--- src/rtl/mb_seq_pkg.sv ---
// Shared types and constants for the macroblock pipeline sequencer.
//   state_t          : sequencer FSM states (3-bit encoding)
//   mode_t           : intra prediction mode codes carried on pred_mode/mode
//   MB_X_W / MB_Y_W  : widths of the macroblock position counters
//   WORDS_PER_MB_DEF : default 32-bit words per macroblock (16x16 bytes / 4)
package mb_seq_pkg;

  typedef enum logic [2:0] {
    ST_IDLE,
    ST_CLEAR,
    ST_INQ,
    ST_LOAD,
    ST_PRED,
    ST_RESID,
    ST_NEXT,
    ST_DONE
  } state_t;

  typedef enum logic [1:0] {
    MODE_VERT,
    MODE_HORZ,
    MODE_DC,
    MODE_PLANE
  } mode_t;

  localparam int unsigned MB_X_W           = 5;
  localparam int unsigned MB_Y_W           = 5;
  localparam int unsigned WORDS_PER_MB_DEF = 64;

endpackage

--- src/rtl/mb_raster_counter.sv ---
// Raster-order macroblock position counter.
//   clk, rst_n : clock, asynchronous active-low reset
//   clr        : return to (0,0)
//   adv        : step one MB right, wrapping to the next row at the frame edge
//   x, y       : current MB position
//   last       : current position is the bottom-right MB
//   lin_idx    : y*W + x, zero-extended to ADDR_W
module mb_raster_counter
  import mb_seq_pkg::*;
#(
  parameter int unsigned W      = 22,
  parameter int unsigned H      = 18,
  parameter int unsigned ADDR_W = 15
) (
  input  logic              clk,
  input  logic              rst_n,
  input  logic              clr,
  input  logic              adv,
  output logic [MB_X_W-1:0] x,
  output logic [MB_Y_W-1:0] y,
  output logic              last,
  output logic [ADDR_W-1:0] lin_idx
);

  logic [MB_X_W-1:0] x_q, x_d;
  logic [MB_Y_W-1:0] y_q, y_d;
  logic              x_at_edge;

  assign x_at_edge = (x_q == MB_X_W'(W - 1));

  always_comb begin
    x_d = x_q;
    y_d = y_q;
    if (clr) begin
      x_d = '0;
      y_d = '0;
    end else if (adv) begin
      if (x_at_edge) begin
        x_d = '0;
        y_d = y_q + 1'b1;
      end else begin
        x_d = x_q + 1'b1;
      end
    end
  end

  always_ff @(posedge clk or negedge rst_n) begin
    if (!rst_n) begin
      x_q <= '0;
      y_q <= '0;
    end else begin
      x_q <= x_d;
      y_q <= y_d;
    end
  end

  assign x       = x_q;
  assign y       = y_q;
  assign last    = x_at_edge && (y_q == MB_Y_W'(H - 1));
  assign lin_idx = ADDR_W'(y_q) * ADDR_W'(W) + ADDR_W'(x_q);

endmodule

--- src/rtl/mb_pipeline_sequencer.sv ---
// Per-macroblock scheduler between the memory interface, intra prediction
// and the DCT stage. Walks the frame in raster order; for each MB it clears
// the DCT, publishes the neighbour-inquiry index, requests the MB, waits for
// the prediction decision, then meters WORDS_PER_MB residual words.
//   start/abort           : frame control (abort wins, keeps err)
//   mb_avail/mb_load      : MB request handshake with the memory interface
//   word_valid            : MB word delivered to the intra unit
//   inq_addr/inq_update   : neighbour-inquiry index and its strobe
//   pred_done/pred_mode   : intra decision; mode holds the latched result
//   res_valid/dct_ready   : residual transfer (res_valid & dct_ready)
//   dct_clear             : DCT clear pulse ahead of each MB
//   mb_x/mb_y             : current MB position
//   busy/frame_done/err   : frame status, end pulse, sticky protocol error
module mb_pipeline_sequencer
  import mb_seq_pkg::*;
#(
  parameter int unsigned FRAME_W_MB   = 22,
  parameter int unsigned FRAME_H_MB   = 18,
  parameter int unsigned WORDS_PER_MB = WORDS_PER_MB_DEF,
  parameter int unsigned ADDR_W       = 15
) (
  input  logic              clk,
  input  logic              rst_n,
  input  logic              start,
  input  logic              abort,
  input  logic              mb_avail,
  output logic              mb_load,
  input  logic              word_valid,
  output logic [ADDR_W-1:0] inq_addr,
  output logic              inq_update,
  input  logic              pred_done,
  input  logic [1:0]        pred_mode,
  output logic [1:0]        mode,
  input  logic              res_valid,
  input  logic              dct_ready,
  output logic              dct_clear,
  output logic [MB_X_W-1:0] mb_x,
  output logic [MB_Y_W-1:0] mb_y,
  output logic              busy,
  output logic              frame_done,
  output logic              err
);

  localparam int unsigned CNT_W = $clog2(WORDS_PER_MB) + 1;
  localparam logic [CNT_W-1:0] WORDS_FULL = CNT_W'(WORDS_PER_MB);
  localparam logic [CNT_W-1:0] RES_LAST   = CNT_W'(WORDS_PER_MB - 1);

  state_t             state_q, state_d;
  logic [CNT_W-1:0]   word_cnt_q, word_cnt_d;
  logic [CNT_W-1:0]   res_cnt_q, res_cnt_d;
  logic [1:0]         mode_q, mode_d;
  logic [ADDR_W-1:0]  inq_addr_q, inq_addr_d;
  logic               inq_update_q, inq_update_d;
  logic               dct_clear_q, dct_clear_d;
  logic               mb_load_q, mb_load_d;
  logic               busy_q, busy_d;
  logic               frame_done_q, frame_done_d;
  logic               err_q, err_d;

  logic               pos_clr, pos_adv, pos_last;
  logic [ADDR_W-1:0]  pos_idx;
  logic               transfer, proto_err;

  mb_raster_counter #(
    .W      (FRAME_W_MB),
    .H      (FRAME_H_MB),
    .ADDR_W (ADDR_W)
  ) u_raster (
    .clk     (clk),
    .rst_n   (rst_n),
    .clr     (pos_clr),
    .adv     (pos_adv),
    .x       (mb_x),
    .y       (mb_y),
    .last    (pos_last),
    .lin_idx (pos_idx)
  );

  assign transfer  = res_valid & dct_ready;
  assign proto_err = (word_valid && (state_q != ST_PRED)) ||
                     (res_valid  && (state_q != ST_RESID));

  always_comb begin
    state_d    = state_q;
    word_cnt_d = word_cnt_q;
    res_cnt_d  = res_cnt_q;
    mode_d     = mode_q;
    inq_addr_d = inq_addr_q;
    busy_d     = busy_q;
    err_d      = err_q | proto_err;
    mb_load_d  = 1'b0;
    pos_clr    = 1'b0;
    pos_adv    = 1'b0;

    unique case (state_q)
      ST_IDLE: begin
        if (start) begin
          state_d = ST_CLEAR;
          pos_clr = 1'b1;
          busy_d  = 1'b1;
          err_d   = 1'b0;
        end
      end
      ST_CLEAR: begin
        // Index is captured here so it is already stable while inq_update is high.
        inq_addr_d = pos_idx;
        state_d    = ST_INQ;
      end
      ST_INQ: state_d = ST_LOAD;
      ST_LOAD: begin
        if (mb_avail) begin
          mb_load_d  = 1'b1;
          word_cnt_d = '0;
          state_d    = ST_PRED;
        end
      end
      ST_PRED: begin
        if (word_valid && (word_cnt_q != WORDS_FULL)) begin
          word_cnt_d = word_cnt_q + 1'b1;
        end
        if (pred_done) begin
          mode_d    = pred_mode;
          res_cnt_d = '0;
          state_d   = ST_RESID;
          // A word arriving alongside pred_done still counts toward the MB.
          if (word_cnt_d < WORDS_FULL) begin
            err_d = 1'b1;
          end
        end
      end
      ST_RESID: begin
        if (transfer) begin
          res_cnt_d = res_cnt_q + 1'b1;
          if (res_cnt_q == RES_LAST) begin
            state_d = ST_NEXT;
          end
        end
      end
      ST_NEXT: begin
        // Position is left on the last MB so it still reads back after the frame.
        if (pos_last) begin
          state_d = ST_DONE;
          busy_d  = 1'b0;
        end else begin
          pos_adv = 1'b1;
          state_d = ST_CLEAR;
        end
      end
      ST_DONE: state_d = ST_IDLE;
      default: state_d = ST_IDLE;
    endcase

    if (abort) begin
      state_d    = ST_IDLE;
      busy_d     = 1'b0;
      word_cnt_d = '0;
      res_cnt_d  = '0;
      mb_load_d  = 1'b0;
      pos_clr    = 1'b1;
      pos_adv    = 1'b0;
      err_d      = err_q | proto_err;
    end

    dct_clear_d  = (state_d == ST_CLEAR);
    inq_update_d = (state_d == ST_INQ);
    frame_done_d = (state_d == ST_DONE);
  end

  always_ff @(posedge clk or negedge rst_n) begin
    if (!rst_n) begin
      state_q      <= ST_IDLE;
      word_cnt_q   <= '0;
      res_cnt_q    <= '0;
      mode_q       <= '0;
      inq_addr_q   <= '0;
      inq_update_q <= 1'b0;
      dct_clear_q  <= 1'b0;
      mb_load_q    <= 1'b0;
      busy_q       <= 1'b0;
      frame_done_q <= 1'b0;
      err_q        <= 1'b0;
    end else begin
      state_q      <= state_d;
      word_cnt_q   <= word_cnt_d;
      res_cnt_q    <= res_cnt_d;
      mode_q       <= mode_d;
      inq_addr_q   <= inq_addr_d;
      inq_update_q <= inq_update_d;
      dct_clear_q  <= dct_clear_d;
      mb_load_q    <= mb_load_d;
      busy_q       <= busy_d;
      frame_done_q <= frame_done_d;
      err_q        <= err_d;
    end
  end

  assign mb_load    = mb_load_q;
  assign inq_addr   = inq_addr_q;
  assign inq_update = inq_update_q;
  assign mode       = mode_q;
  assign dct_clear  = dct_clear_q;
  assign busy       = busy_q;
  assign frame_done = frame_done_q;
  assign err        = err_q;

endmodule
--- config.mk ---
export PLATFORM = sky130hd
export DESIGN_NAME = mb_pipeline_sequencer
export DESIGN_NICKNAME = d
export VERILOG_FILES = /design/src/rtl/mb_seq_pkg.sv /design/src/rtl/mb_raster_counter.sv /design/src/rtl/mb_pipeline_sequencer.sv
export SDC_FILE = /design/constraint.sdc
export NUM_CORES = 1
export LEC_CHECK = 0
export ABC_AREA = 1
export CORE_UTILIZATION = 40
export CTS_CLUSTER_DIAMETER = 40
export DETAILED_ROUTE_END_ITERATION = 8
export GPL_ROUTABILITY_DRIVEN = 0
export HOLD_SLACK_MARGIN = 0.1
export PLACE_DENSITY = 0.58
export SLEW_MARGIN = 0
export SYNTH_ARGS = -nofsm -noshare
export SYNTH_HDL_FRONTEND = slang
export SYNTH_SLANG_ARGS = --single-unit
--- constraint.sdc ---
create_clock -name clk -period 5.6 [get_ports clk]
set_input_delay 0.84 -clock clk [delete_from_list [all_inputs] [get_ports clk]]
set_output_delay 0.84 -clock clk [all_outputs]
set_load 0.1 [all_outputs]
## Yosys cells after proc, flatten, opt, wreduce, memory -nomap -nowiden

Cells that the tools add are included.

| word-level totals | value |
|---|---|
| input port bits | 11 |
| flip-flop bits (word level) | 50 |

| operators by class | value |
|---|---|
| equality and inequality tests | 21 |
| $lt $le $gt $ge | 1 |
| $mul | 1 |
| muxes and demuxes | 41 |
| add/sub/neg operators | 5 |
| bitwise logic cells | 2 |
| reductions and logical operators | 16 |

Operator list:

| cell | number |
|---|---|
| $mux 7 | 7 |
| $mux 5 | 6 |
| $pmux 7 s2 | 2 |
| $pmux 3 s8 | 1 |
| $mux 3 | 7 |
| $ne 3x3->1 const B | 7 |
| $mux 1 | 16 |
| $eq 3x3->1 const B | 5 |
| $add 7x1->7 const B | 2 |
| $add 10x5->11 | 1 |
| $add 5x1->5 const B | 2 |
| $eq 5x5->1 const B | 2 |
| $eq 3x2->1 const B | 3 |
| $mul 5x4->9 const B | 1 |
| $reduce_bool 3->1 | 3 |
| $eq 7x6->1 const B | 1 |
| $lt 7x7->1 const B | 1 |
| $ne 7x7->1 const B | 1 |
| $eq 3x1->1 const B | 2 |
| $reduce_and 2->1 | 3 |
| $reduce_and 3->1 | 2 |
| $logic_and 1x1->1 | 4 |
| $pmux 1 s2 | 2 |
| $reduce_bool 2->1 | 2 |
| other kinds (4) | 4 |

## Logic depth before layout (Yosys ltp)

| logic depth | value |
|---|---|
| depth after elaboration | 9 |
| mapped depth | 16 |
| mapped depth without buffers | 16 |

## Hierarchy

Synthesis repeated with hierarchy kept, for this count alone.

| unflattened totals | value |
|---|---|
| cell total of the unflattened synthesis | 411 |
| area, all modules | 3,363.2 sq um |

By module, submodules not included:

| module | cells an instance | instances | area an instance (sq um) | sequential area each (sq um) |
|---|---|---|---|---|
| mb_pipeline_sequencer | 246 | 1 | 2,102.0 | 1,001.0 |
| mb_raster_counter | 165 | 1 | 1,261.2 | 250.2 |

## Worst setup path after synthesis

OpenSTA, ideal clock, no wires.

| path | value |
|---|---|
| path type | register to register |
| from | register u_raster.y_q[2], in the netlist u_raster.y[2] |
| to | register inq_addr_q[9], in the netlist inq_addr[9] |
| data required time | 5.480 ns |
| slack | 2.137 ns |
| arrival | 3.343 ns |
| setup time | 0.120 ns |
| clock period less this slack | 3.463 ns |
| path buffers | 0 |
| cell stages (with the launch flop) | 16 |
| cell sequence | dfrtp_1 ha_1 ha_1 inv_1 fa_1 inv_1 ha_1 nand2_1 nor2_1 nor2_1 nor2_1 nand3_1 nor2_1 nand3_1 nand3_1 nand2_1 |

| between the ends | value |
|---|---|
| longest elaborated chain between the ends | 2 |

RTL lines:

| item | RTL line | text |
|---|---|---|
| start, declared | mb_raster_counter.sv:26 | `logic [MB_Y_W-1:0] y_q, y_d;` |
| start signal, assigned | mb_raster_counter.sv:53 | `y_q <= y_d;` |
| $mul 5x4->9 | mb_raster_counter.sv:60 | `assign lin_idx = ADDR_W'(y_q) * ADDR_W'(W) + ADDR_W'(x_q);` |
| $add 10x5->11 | mb_raster_counter.sv:60 |  |
| end signal, assigned | mb_pipeline_sequencer.sv:187 | `inq_addr_q <= inq_addr_d;` |
| end, declared | mb_pipeline_sequencer.sv:52 | `logic [ADDR_W-1:0] inq_addr_q, inq_addr_d;` |

No other way between the ends.
A chain may end at the register's enable or synchronous reset.

## Final worst setup path

| path | value |
|---|---|
| from | register u_raster.y_q[0], in the netlist u_raster.y[0] |
| to | register inq_addr_q[9], in the netlist inq_addr[9] |

The elaborated chain is that of the path after synthesis.

==> results.txt <==
vias in the first global route = 2,240
final setup skew = 0.00828 ns
PD cells = 342 mW/mm2
TritonCTS clock tree = done
CTS buffer count = 5
Final Setup Violations = 0
row cnt = 31
Die W = 89.2 um
Initial Util = 41.7%
crit path kind = flip-flop to flip-flop
CP endpoint kind = flip-flop
Vias/cell = 4.78
GR Overflow Total = 0
area of the multi-input gates = 0.00162 mm2
max incr delay on CP = 0.53 ns
Synth Instances = 387
Max Cap Viol = 0
vias = 2,523
# IOs = 44
post-synth design cell area = 0.00304 mm2
CP dominant cell by count = nor2_1
Antenna Cells = 0
Max Slew Vio Count = 0
WP data arrival = 3.24 ns
Max Freq = 328 MHz
WP depth = 15
Yosys reg bits = 46
post-CTS resize count = 0
total negative slack = 0 ns
die area = 0.00796 mm2
Yosys cell types = 38
status = completed
Sink Count = 46
register area = 0.00115 mm2
post-CTS setup buffers = 0
GRT Total Usage = 16.6%
peak fanout along the critical path = 8
Area growth syn-to-layout = 17.9%
commonest non-fill, non-tap cell in the layout = nand2_1
die height = 89.2 um
reg2reg path depth = 15
final WL = 6050 um
largest net degree at the start of global routing = 47
DPL Wire Length = 4560 um
final hold violations = 0
Clock Latency Late Sink = 0.30 ns
final worst path period share = 54.4%
Main synth FF type = dfrtp_1
xor/xnor share of the synthesized area = 3.17%
IO Port Bufs = 39
leading cell types in the layout, fill and taps excluded = nand2_1, inv_1, dfrtp_1
CP top delay family = adder cells
max_slew headroom = 30.1%
Filler cells = 768
CTS Buffer Depth = 2
Peak supply drop = 0.183 mV
Crit path required time = 5.79 ns
DP Area = 0.00350 mm2
CTS H-tree depth = 2
nets@finish = 466
design area = 0.00359 mm2
RSZ-0062 raised after global routing = no
Clk pin slew, worst setup/hold paths = 0.08 ns
post-synthesis sequential area ratio = 37.8%
CP Launch Type = flip-flop
Synthesis Warnings = 0
CTS root buf = clkbuf_8
first-pass GRT wire length = 10,300 um
antenna violations before repair = 0
DR WL/cell = 11.5 um
DRC violations left = 0
EDFF count, synth = 0
largest family of logic cells by synthesized area = simple AND/OR/NAND/NOR gates
Adder-Cell Fraction of Synth Area = 11.8%
Final ANT Viol Nets = 0
syn_area_per_cell = 7.86 um2
core area = 0.00729 mm2
Crit-path slowest cell = fa_1
hold path cells = 2
fraction of registers with async set/reset = 100%
worst min path class = flip-flop to flip-flop
leakage = 0.00183 uW
Crit path buffers/inverters = 2
first-pass detailed-route iteration total = 6
worst path cell trace = ha_1 > ha_1 > inv_1 > fa_1 > inv_1 > ha_1 > nand2_1 > nor2_1 > nor2_1 > nor2_1 > nand3_1 > nor2_1 > nand3_1 > nand3_1 > nand2_1
post-synthesis simple-gate area fraction = 26.9%
DR iter-0 viols = 120
share of cells above drive strength 1 = 6.06%
Compound-Gate Fraction of Synth Area = 10.6%
min Tclk post-route = 3.05 ns
worst-margin pin slew = 1.05 ns
hold buffers post-CTS = 0
multiplexer share of the synthesized area = 0.329%
==> logic make-up (layout without fill, tap and decap cells) <==
kind of cell / Yosys count / in the layout
AO/OA/AOI/OAI: 52 / 52
XOR/XNOR: 11 / 11
adder cells (fa/ha/maj): 27 / 27
buffers and inverters: 66 / 105
flip-flops: 46 / 46
multiplexers: 1 / 1
other: 1 / 4
AND/OR/NAND/NOR: 183 / 183
==> sequential cells by signal (all words and copies together), names as in the netlist <==
name / flops
busy: 1
dct_clear: 1
err: 1
frame_done: 1
inq_addr: 11
inq_update: 1
mb_load: 1
mode: 2
res_cnt_q: 7
state_q: 3
u_raster.x: 5
u_raster.y: 5
word_cnt_q: 7
==> layout make-up <==
| class | count | area share (%) |
|---|---|---|
| multi-input combinational | 278 | 45.2 |
| timing repair buffer | 39 | 10.7 |
| clock buffer | 6 | 2.02 |
| inverter | 58 | 6.07 |
| sequential | 46 | 32.1 |
| tap | 99 | 3.45 |
| clock inverter | 2 | 0.384 |
==> stage by stage <==
stage | setup slack [ns] | util (%) | power [uW] | hold WS, ns | instances
final | 2.55 | 49.2 | 1230 | 0.473 | 528
after global routing | 2.27 | 49.2 | 1310 | 0.514 | 528
after CTS | 2.54 | 49.2 | 1240 | 0.482 | 528
after detailed placement | 2.60 | 48.0 | 1030 | 0.461 | 520
after global placement | 2.66 | 48.0 | 1030 | 0.459 | 520
after floorplan | 2.14 | - | 898 | 0.453 | 390
==> cells in the mapped netlist (4+ instances only) <==
master	n	area [um2]
dfrtp_1	46	1150
nor3_1	7	35.0
nand4_1	7	43.8
ha_1	24	300
xor2_1	7	61.3
xnor2_1	4	35.0
nand2_1	96	360
buf_4	6	45.0
o21ai_1	4	20.0
nand3_1	32	160
nor2_1	30	113
o21ai_0	21	105
inv_1	55	206
a21oi_1	10	50.1
o22ai_1	4	25.0
==> worst reg2reg max path, delay by kind of cell, from the launching register on <==
kind | cells | cell delay, ns
and+or+nand+nor | 9 | 0.88
buffers and inverters | 2 | 0.10
adders and majority gates | 4 | 1.49
DFF | 1 | 0.48
==> worst paths after layout <==
check	from	end	slack [ns]
min in group asynchronous	rst_n	res_cnt_q[3]$_DFFE_PN0P_	0.72
worst max register to register	u_raster.y[0]$_DFFE_PN0P_	inq_addr[9]$_DFFE_PN0P_	2.55
max in group asynchronous	rst_n	inq_addr[10]$_DFFE_PN0P_	4.23
worst max-delay path	u_raster.y[0]$_DFFE_PN0P_	inq_addr[9]$_DFFE_PN0P_	2.55
worst min register to register	inq_addr[0]$_DFFE_PN0P_	inq_addr[0]$_DFFE_PN0P_	0.47
worst min-delay path	inq_addr[0]$_DFFE_PN0P_	inq_addr[0]$_DFFE_PN0P_	0.47
==> layer usage <==
metal	track usage (%)	vias up	share of wire (%)
li1	-	1328	-
met1	24.4	1155	53
met3	3.14	4	3.3
met2	24.8	36	43
met4	4.91	0	0.88
met5	0	-	0
==> power by group <==
part           switching [uW]  total [uW]  internal, uW  leakage [uW]
Sequential               36.0         409           373      0.000629
Combinational             465         614           149       0.00115
Clock                     115         203          88.3     0.0000452
Total                     616        1230           610       0.00183
Note: power is estimated with default switching activity, not from simulation.
